<file path="src/rtl/iob_2p_asym_fifo_ctrl_pkg.sv">
// Shared helpers for the asymmetric-width FIFO family.
// Provides constant functions used to derive the narrow word width, the
// port ratios and the per-port address widths from the top-level parameters,
// plus the accept-strobe bundle used inside the controller.
package iob_2p_asym_fifo_ctrl_pkg;

    // Narrow word width: the smaller of the two port widths.
    function automatic int fifo_min_w(input int a, input int b);
        return (a < b) ? a : b;
    endfunction

    // Ceiling log2 for elaboration-time constants (ratios are powers of two).
    function automatic int fifo_log2(input int v);
        int r;
        r = 0;
        for (int i = 0; i < 31; i++) begin
            if ((1 << i) < v) r = i + 1;
        end
        return r;
    endfunction

    // Requests that were actually accepted this cycle.
    typedef struct packed {
        logic push;
        logic pop;
    } fifo_acc_t;

endpackage

</file>
<file path="src/rtl/iob_2p_asym_fifo_ctrl.sv">
// Single-clock controller for a width-converting FIFO built on a two-port
// asymmetric memory (write port W_DATA_W wide, read port R_DATA_W wide).
// Owns the read/write pointers, occupancy level, full/empty flags and the
// one-cycle read-valid pipeline; the memory sits beside this block.
//
// Ports:
//   clk, rst_n        clock (rising edge), asynchronous active-low reset
//   clear             synchronous flush, overrides same-cycle push/pop
//   w_en, w_data      push request / data;   w_full  : no room for a wide word
//   r_en              pop request;           r_empty : less than one read word
//   r_data, r_valid   pop data, valid one cycle after an accepted pop
//   level             occupancy counted in narrow words (0..2^ADDR_W)
//   mem_*             direct drive of the memory ports; mem_data_out has a
//                     registered one-cycle read latency
module iob_2p_asym_fifo_ctrl
    import iob_2p_asym_fifo_ctrl_pkg::*;
#(
    parameter  int W_DATA_W = 32,
    parameter  int R_DATA_W = 8,
    parameter  int ADDR_W   = 4,
    localparam int MIN_W    = fifo_min_w(W_DATA_W, R_DATA_W),
    localparam int W_RATIO  = W_DATA_W / MIN_W,
    localparam int R_RATIO  = R_DATA_W / MIN_W,
    localparam int W_SH     = fifo_log2(W_RATIO),
    localparam int R_SH     = fifo_log2(R_RATIO),
    localparam int W_ADDR_W = ADDR_W - W_SH,
    localparam int R_ADDR_W = ADDR_W - R_SH
) (
    input  logic                clk,
    input  logic                rst_n,
    input  logic                clear,
    input  logic                w_en,
    input  logic [W_DATA_W-1:0] w_data,
    output logic                w_full,
    input  logic                r_en,
    output logic [R_DATA_W-1:0] r_data,
    output logic                r_valid,
    output logic                r_empty,
    output logic [ADDR_W:0]     level,
    output logic                mem_w_en,
    output logic [W_ADDR_W-1:0] mem_w_addr,
    output logic [W_DATA_W-1:0] mem_data_in,
    output logic                mem_r_en,
    output logic [R_ADDR_W-1:0] mem_r_addr,
    input  logic [R_DATA_W-1:0] mem_data_out
);

    // Pointer arithmetic is done in narrow-word units, one extra bit wide so
    // that full (level = 2^ADDR_W) and empty (level = 0) are distinguishable.
    localparam logic [ADDR_W:0] W_INC   = (ADDR_W+1)'(W_RATIO);
    localparam logic [ADDR_W:0] R_INC   = (ADDR_W+1)'(R_RATIO);
    localparam logic [ADDR_W:0] CAP     = (ADDR_W+1)'(1 << ADDR_W);
    localparam logic [ADDR_W:0] FULL_TH = CAP - W_INC;

    logic [ADDR_W:0] wptr_q, wptr_d;
    logic [ADDR_W:0] rptr_q, rptr_d;
    logic [ADDR_W:0] level_q, level_d;
    logic            w_full_q, w_full_d;
    logic            r_empty_q, r_empty_d;
    logic            r_valid_q, r_valid_d;
    fifo_acc_t       acc;

    always_comb begin
        // clear drops any same-cycle request, including the memory strobes.
        acc.push = w_en & ~w_full_q & ~clear;
        acc.pop  = r_en & ~r_empty_q & ~clear;

        wptr_d = wptr_q;
        rptr_d = rptr_q;
        if (clear) begin
            wptr_d = '0;
            rptr_d = '0;
        end else begin
            if (acc.push) wptr_d = wptr_q + W_INC;
            if (acc.pop)  rptr_d = rptr_q + R_INC;
        end

        // Flags are registered from the next-state level so they are valid
        // in the same cycle the new level appears.
        level_d   = wptr_d - rptr_d;
        w_full_d  = level_d > FULL_TH;
        r_empty_d = level_d < R_INC;
        r_valid_d = acc.pop;
    end

    always_ff @(posedge clk or negedge rst_n) begin
        if (!rst_n) begin
            wptr_q    <= '0;
            rptr_q    <= '0;
            level_q   <= '0;
            w_full_q  <= 1'b0;
            r_empty_q <= 1'b1;
            r_valid_q <= 1'b0;
        end else begin
            wptr_q    <= wptr_d;
            rptr_q    <= rptr_d;
            level_q   <= level_d;
            w_full_q  <= w_full_d;
            r_empty_q <= r_empty_d;
            r_valid_q <= r_valid_d;
        end
    end

    // Pointers are always ratio-aligned, so dropping the low bits gives the
    // port address directly.
    assign mem_w_en    = acc.push;
    assign mem_w_addr  = wptr_q[ADDR_W-1:W_SH];
    assign mem_data_in = w_data;
    assign mem_r_en    = acc.pop;
    assign mem_r_addr  = rptr_q[ADDR_W-1:R_SH];

    assign r_data  = mem_data_out;
    assign r_valid = r_valid_q;
    assign r_empty = r_empty_q;
    assign w_full  = w_full_q;
    assign level   = level_q;

endmodule
</file>
<file path="config.mk">
export PLATFORM = sky130hd
export DESIGN_NAME = iob_2p_asym_fifo_ctrl
export DESIGN_NICKNAME = d
export VERILOG_FILES = /design/src/rtl/iob_2p_asym_fifo_ctrl_pkg.sv /design/src/rtl/iob_2p_asym_fifo_ctrl.sv
export SDC_FILE = /design/constraint.sdc
export NUM_CORES = 1
export LEC_CHECK = 0
export ABC_AREA = 1
export BUFFER_PORTS_ARGS = -buffer_cell sky130_fd_sc_hd__buf_4
export CELL_PAD_IN_SITES_DETAIL_PLACEMENT = 1
export CELL_PAD_IN_SITES_GLOBAL_PLACEMENT = 1
export CORE_UTILIZATION = 24
export DETAILED_ROUTE_END_ITERATION = 10
export GPL_TIMING_DRIVEN = 0
export PLACE_DENSITY_LB_ADDON = 0.08
export SETUP_SLACK_MARGIN = 0.15
export SYNTH_ARGS = -nofsm -noshare
export SYNTH_HDL_FRONTEND = slang
export SYNTH_SLANG_ARGS = --single-unit
</file>
<file path="constraint.sdc">
create_clock -name clk -period 2.1 [get_ports clk]
set_input_delay 0.525 -clock clk [delete_from_list [all_inputs] [get_ports clk]]
set_output_delay 0.525 -clock clk [all_outputs]
set_load 0.02 [all_outputs]
</file>
=== Word level (Yosys, flattened, before mapping) ===
Index checks and enable logic that the tools add are counted.
W data, S select, Z words.

* Bits in registers: 18
* Input port bits: 45
* Output and inout bits: 56
* Logic and storage cells: 22

* Add/subtract/negate cells: 3
* Magnitude comparators: 2
* Mux-type cells: 4
* Bitwise operators: 7

{| class="wikitable"
|+ Operators by type and width
! cell !! count
|-
| $mux W5 || 4
|-
| $add A5 B1 Y5 const B || 1
|-
| $add A5 B3 Y5 const B || 1
|-
| $gt A5 B4 Y1 const B || 1
|-
| $lt A5 B1 Y1 const B || 1
|-
| $sub A5 B5 Y5 || 1
|-
| $and A1 B1 Y1 || 4
|-
| $not A1 Y1 || 3
|}

=== Depth between registers and ports, before layout ===
* Word-level depth: 7
* Depth in mapped cells: 19
* Depth with buffers taken out: 19

=== Worst setup path after synthesis ===
OpenSTA, ideal clock, no wires.

* Path kind: input -> register
* From: input port clear
* To: register w_full_q (netlist: w_full)
* Setup time: 0.124 ns
* Arrival time: 2.080 ns
* Data required time: 1.976 ns
* Setup slack: -0.104 ns
* Cell stages on the path: 15
* Buffers on the path: 1
* Path through: buf_6 > nor2_8 > o21ai_0 > nor2_1 > ha_1 > inv_1 > fa_1 > nand3_1 > nand2_1 > inv_1 > nand2_1 > nand2_2 > inv_2 > nand2_2 > nand3_1

* Longest elaborated chain between the ends: 6
* Elaborated cells on any way between the ends: 9
* Classes of those cells: 1 x add/sub; 1 x order compare; 4 x mux; 3 x bitwise

{| class="wikitable"
|+ RTL lines
! what !! line !! source
|-
| start, declared || iob_2p_asym_fifo_ctrl.sv:31 || <nowiki>input logic clear,</nowiki>
|-
| $not A1 Y1 || iob_2p_asym_fifo_ctrl.sv:66 || <nowiki>acc.pop = r_en & ~r_empty_q & ~clear;</nowiki>
|-
| $and A1 B1 Y1 || iob_2p_asym_fifo_ctrl.sv:66 ||
|-
| net mem_r_en || iob_2p_asym_fifo_ctrl.sv:43 || <nowiki>output logic mem_r_en,</nowiki>
|-
| $mux W5 || iob_2p_asym_fifo_ctrl.sv:75 || <nowiki>if (acc.pop) rptr_d = rptr_q + R_INC;</nowiki>
|-
| $mux W5 || iob_2p_asym_fifo_ctrl.sv:70 || <nowiki>if (clear) begin</nowiki>
|-
| net rptr_d[0] || iob_2p_asym_fifo_ctrl.sv:56 || <nowiki>logic [ADDR_W:0] rptr_q, rptr_d;</nowiki>
|-
| $sub A5 B5 Y5 || iob_2p_asym_fifo_ctrl.sv:80 || <nowiki>level_d = wptr_d - rptr_d;</nowiki>
|-
| $gt A5 B4 Y1 || iob_2p_asym_fifo_ctrl.sv:81 || <nowiki>w_full_d = level_d > FULL_TH;</nowiki>
|-
| net w_full_d || iob_2p_asym_fifo_ctrl.sv:58 || <nowiki>logic w_full_q, w_full_d;</nowiki>
|-
| end signal, assigned || iob_2p_asym_fifo_ctrl.sv:98 || <nowiki>w_full_q <= w_full_d;</nowiki>
|-
| end, declared || iob_2p_asym_fifo_ctrl.sv:58 ||
|}

The timed path passes the listed nets, and every way through them passes these cells.

=== Final worst setup path ===
* From: register r_empty_q (netlist: r_empty)
* To: register r_empty_q (netlist: r_empty)

* Longest elaborated chain between the ends: 7

{| class="wikitable"
|+ RTL lines
! what !! line !! source
|-
| start, declared || iob_2p_asym_fifo_ctrl.sv:59 || <nowiki>logic r_empty_q, r_empty_d;</nowiki>
|-
| start signal, assigned || iob_2p_asym_fifo_ctrl.sv:99 || <nowiki>r_empty_q <= r_empty_d;</nowiki>
|-
| $not A1 Y1 || iob_2p_asym_fifo_ctrl.sv:66 ||
|-
| $and A1 B1 Y1 (2 in a row) || iob_2p_asym_fifo_ctrl.sv:66 ||
|-
| $mux W5 || iob_2p_asym_fifo_ctrl.sv:75 ||
|-
| $mux W5 || iob_2p_asym_fifo_ctrl.sv:70 ||
|-
| net rptr_d[0] || iob_2p_asym_fifo_ctrl.sv:56 ||
|-
| $sub A5 B5 Y5 || iob_2p_asym_fifo_ctrl.sv:80 ||
|-
| net level_d[4] || iob_2p_asym_fifo_ctrl.sv:57 || <nowiki>logic [ADDR_W:0] level_q, level_d;</nowiki>
|-
| $lt A5 B1 Y1 || iob_2p_asym_fifo_ctrl.sv:82 || <nowiki>r_empty_d = level_d < R_INC;</nowiki>
|-
| net r_empty_d || iob_2p_asym_fifo_ctrl.sv:59 ||
|}

The timed path passes the listed nets, and every way through them passes these cells.

==> summary.md <==
The flow ran to the end, but the final reports show violations. The checks that failed: setup timing. The tools report the depth of the CTS H-tree as 1. Across all hold checks on the routed design, the worst slack comes to 123 ps. The capturing point of the worst reg2reg path is r_empty$_DFF_PN1_.

The critical path startpoint category is a flop. Summing all placed instances gives a cell area of 1900 µm². The routed layout has 1152 vias. The mean instance size in the synthesized netlist is 8.76 µm², and the cell count after synthesis is 151.

The logs give 260 ps for the clock latency reported for the late side of the worst-skew pair and 277 for the net count reported at finish. The sequential share of the synthesized area is 0.342, and the final-report max-slew violation count is 0. The half-perimeter wire length after placement is 2.69 mm.

The tools report the maximum number of pins on one net before global-route repair as 19. Buffers placed on the I/O ports in this run total 59. The initial cell density of the core is 0.254, and the total area of multi-input combinational cells is 582 µm².

The most common cell after layout, fill and taps aside was buf_4. For the number of antenna violations at the first check in global routing, the log shows 0. In this run the static leakage power is 0.00114 µW. The share of flip-flops with an asynchronous set or reset after synthesis works out to 1.00. TritonCTS built the clock tree. Setup repair after global routing could not meet its margin everywhere.

For the sum of routed wire length over all layers, the log shows 3.39 mm. The count of endpoints failing hold in the final timing report is 0, and the relative max-transition margin is 0.785. The first global-routing pass estimated 5.46 mm of wire. The core outline area came out at 5200 µm². The tools report the sum of overflow across all layers after global routing as 0.

The count of antenna-violating nets left after detailed routing was 0. In this run, CTS created clock tree buffers numbering 3. In this run the core area contains 26 standard-cell rows.

The worst path needs 2140 ps of the cycle, external delays included. The number of distinct library cell variants in the gate-level netlist after synthesis was 26. The synthesized area came out at 1320 µm². The final cell utilization of the core was 0.412; the net count after synthesis was 203. The number of max-cap violations is 0, and the post-layout worst setup margin is -38.5 ps. STA puts the critical path data required time at 2300 ps. The tools report the clock tree skew after final layout as 4.80 ps. The area of all sequential standard cells is 454 µm². The repair_antennas step left the layout with diodes totalling 0.

STA classifies the critical path endpoint as a flop. The CTS root buffer is clkbuf_8. The number of vias per cell was 3.92. The slowest stage cell on the critical path was dfstp_2. In this run the horizontal extent of the chip is 76.2 µm.

The die is 76.2 µm tall. The cell that appears most often on the critical path is nand2_2. Routed wire length per instance: 11.5 µm. The post-cts hold buffer count came out at 0.

Counting the fill cells in the layout gives 637. No sink is reached through more buffers than the 2 on the longest clock path. The transition time of the tightest slew-check pin is 323 ps, and the worst-path maximum fanout is 5.

The biggest cell delay along the critical path is 540 ps. Clock-pin slew reported for the worst setup and hold paths after clock tree synthesis: 70 ps. The signal on the critical path passes through inv_2 > nand2_4 > nor2_8 > inv_4 > nor2_4 > nor2_4 > ha_4 > inv_2 > fa_2 > nand3_2 > nand2_2 > inv_2 > nand2_2 > nand2_2 > inv_2 > nand2_2 > nand2_2 > nor2_2.

The number of violations reported at the end of detailed-routing iteration 0 was 17; the worst reg2reg path depth was 18. The logs give 5810 µm² for the overall die area and 1 for the final setup violation count. Number of register bits inferred by synthesis: 18. The run gives 0.738 as the last weighted congestion value of the routability-driven placer. Share of post-route cells with drive strength above 1: 0.741.

Among all flip-flop cells after synthesis, the most frequent one is dfrtp_1. For the number of sinks driven by the clock tree, the log shows 18. After routing the design area is 2140 µm². The tools report the I/O pin count as 101.

The number of enable-type register cells in the synthesized netlist came out at 0. Across all register-to-register paths, the minimum setup slack is -40 ps. The tools report the first-pass iteration count of the detailed router as 2. The tools report the data arrival time of the worst path as 2340 ps. The worst-case IR drop observed on VDD is 0.522 mV.

The maximum clock frequency was 468 MHz; the via count of the first global-routing pass was 1181. The worst register-to-register path begins at r_empty$_DFF_PN1_. The overall track demand over capacity in global routing is 0.118, and the number of remaining DRC errors is 0. In this run the worst hold path is classified as in -> async. The area added between synthesis and finish is 62.1%, and the share of the cycle needed by the critical path after routing is 1.02. Dividing total power by cell area gives a power density of 780 nW/µm². Count of synthesis-stage warnings from yosys: 0. Kind of critical path: reg -> reg.

In the layout the commonest cells are buf_4, dfrtp_1, inv_1, nand2_2, nand2_1.
sequential cells by signal (all words and copies together), names as in the netlist:
name	flops
level	5
w_full	1
r_empty	1
r_valid	1
rptr_q	5
wptr_q	5
cells in the mapped netlist, types with 2 or more instances:
cell type  count  share of area
a21oi_1        4          0.015
buf_4         46           0.26
dfrtp_1       17           0.32
ha_1           6          0.057
inv_1         18          0.051
inv_2          2         0.0057
nand2_1       14          0.040
nand2_2        7          0.033
nand3_1        8          0.030
nand4_1        2         0.0095
nor2_1         7          0.020
nor2_2         2         0.0095
o21ai_0        3          0.011
xor2_1         3          0.020
power by group:
group	total [µW]	leakage (µW)	internal, µW	switching [µW]
logic	909	0.000878	430	479
registers	472	0.000233	425	46.8
clock network	292	0.0000288	167	125
per-stage QoR:
| stage | worst slack (ps) | power [µW] | instances | setup TNS (ps) |
|---|---|---|---|---|
| floorplan | -28.6 | 981 | 151 | -75.7 |
| global placement | -250 | 1240 | 280 | -761 |
| detailed placement | -302 | 1250 | 280 | -832 |
| CTS | -45.6 | 1600 | 291 | -62.8 |
| global route | -190 | 1800 | 294 | -447 |
| finish | -38.5 | 1670 | 294 | -38.5 |
per-layer routing:
| metal | vias to the layer above | part of all wire | track usage |
|---|---|---|---|
| met5 | - | 0 | 0 |
| met4 | 0 | 0.0071 | 0.0231 |
| met3 | 5 | 0.087 | 0.0503 |
| met2 | 60 | 0.54 | 0.222 |
| met1 | 520 | 0.36 | 0.121 |
| li1 | 567 | - | - |
worst max path at each step:
stage | start | to | slack, ps | depth (start not counted)
finish | r_empty$_DFF_PN1_ | r_empty$_DFF_PN1_ | -40 | 18
global route | r_empty$_DFF_PN1_ | r_empty$_DFF_PN1_ | -190 | 19
CTS | r_empty$_DFF_PN1_ | r_empty$_DFF_PN1_ | -50 | 17
detailed placement | r_en | r_empty$_DFF_PN1_ | -300 | 12
global placement | r_en | w_full$_DFF_PN0_ | -250 | 11
floorplan | clear | w_full$_DFF_PN0_ | -30 | 15
critical path, delay by kind of cell (launching register included):
kind                       cells  cell delay (ps)
adders and majority gates      2              500
buffers and inverters          5              240
DFF                            1              540
and+or+nand+nor               11              790
cells by family after synthesis:
kind of cell,synth area share
AND/OR/NAND/NOR,0.186
buffers and inverters,0.331
flip-flops,0.342
AO/OA/AOI/OAI,0.0492
XOR/XNOR,0.0199
adder cells (fa/ha/maj),0.0719
area by class of cell:
cell class              instances  area share
multi-input cells              65       0.271
repair buffers                 69       0.242
flip-flops and latches         18       0.212
plain buffers                  47       0.170
well taps                      70      0.0409
inverters                      21      0.0379
clock buffers                   4      0.0257
what timing repair did:
action,CTS,global route
hold endpoints to repair,0,0
pin swaps,7,6
setup buffers,7,3
gates resized for setup,9,19
endpoints found under the setup margin,5,5
No activity file was read; power rests on OpenSTA's default activity.
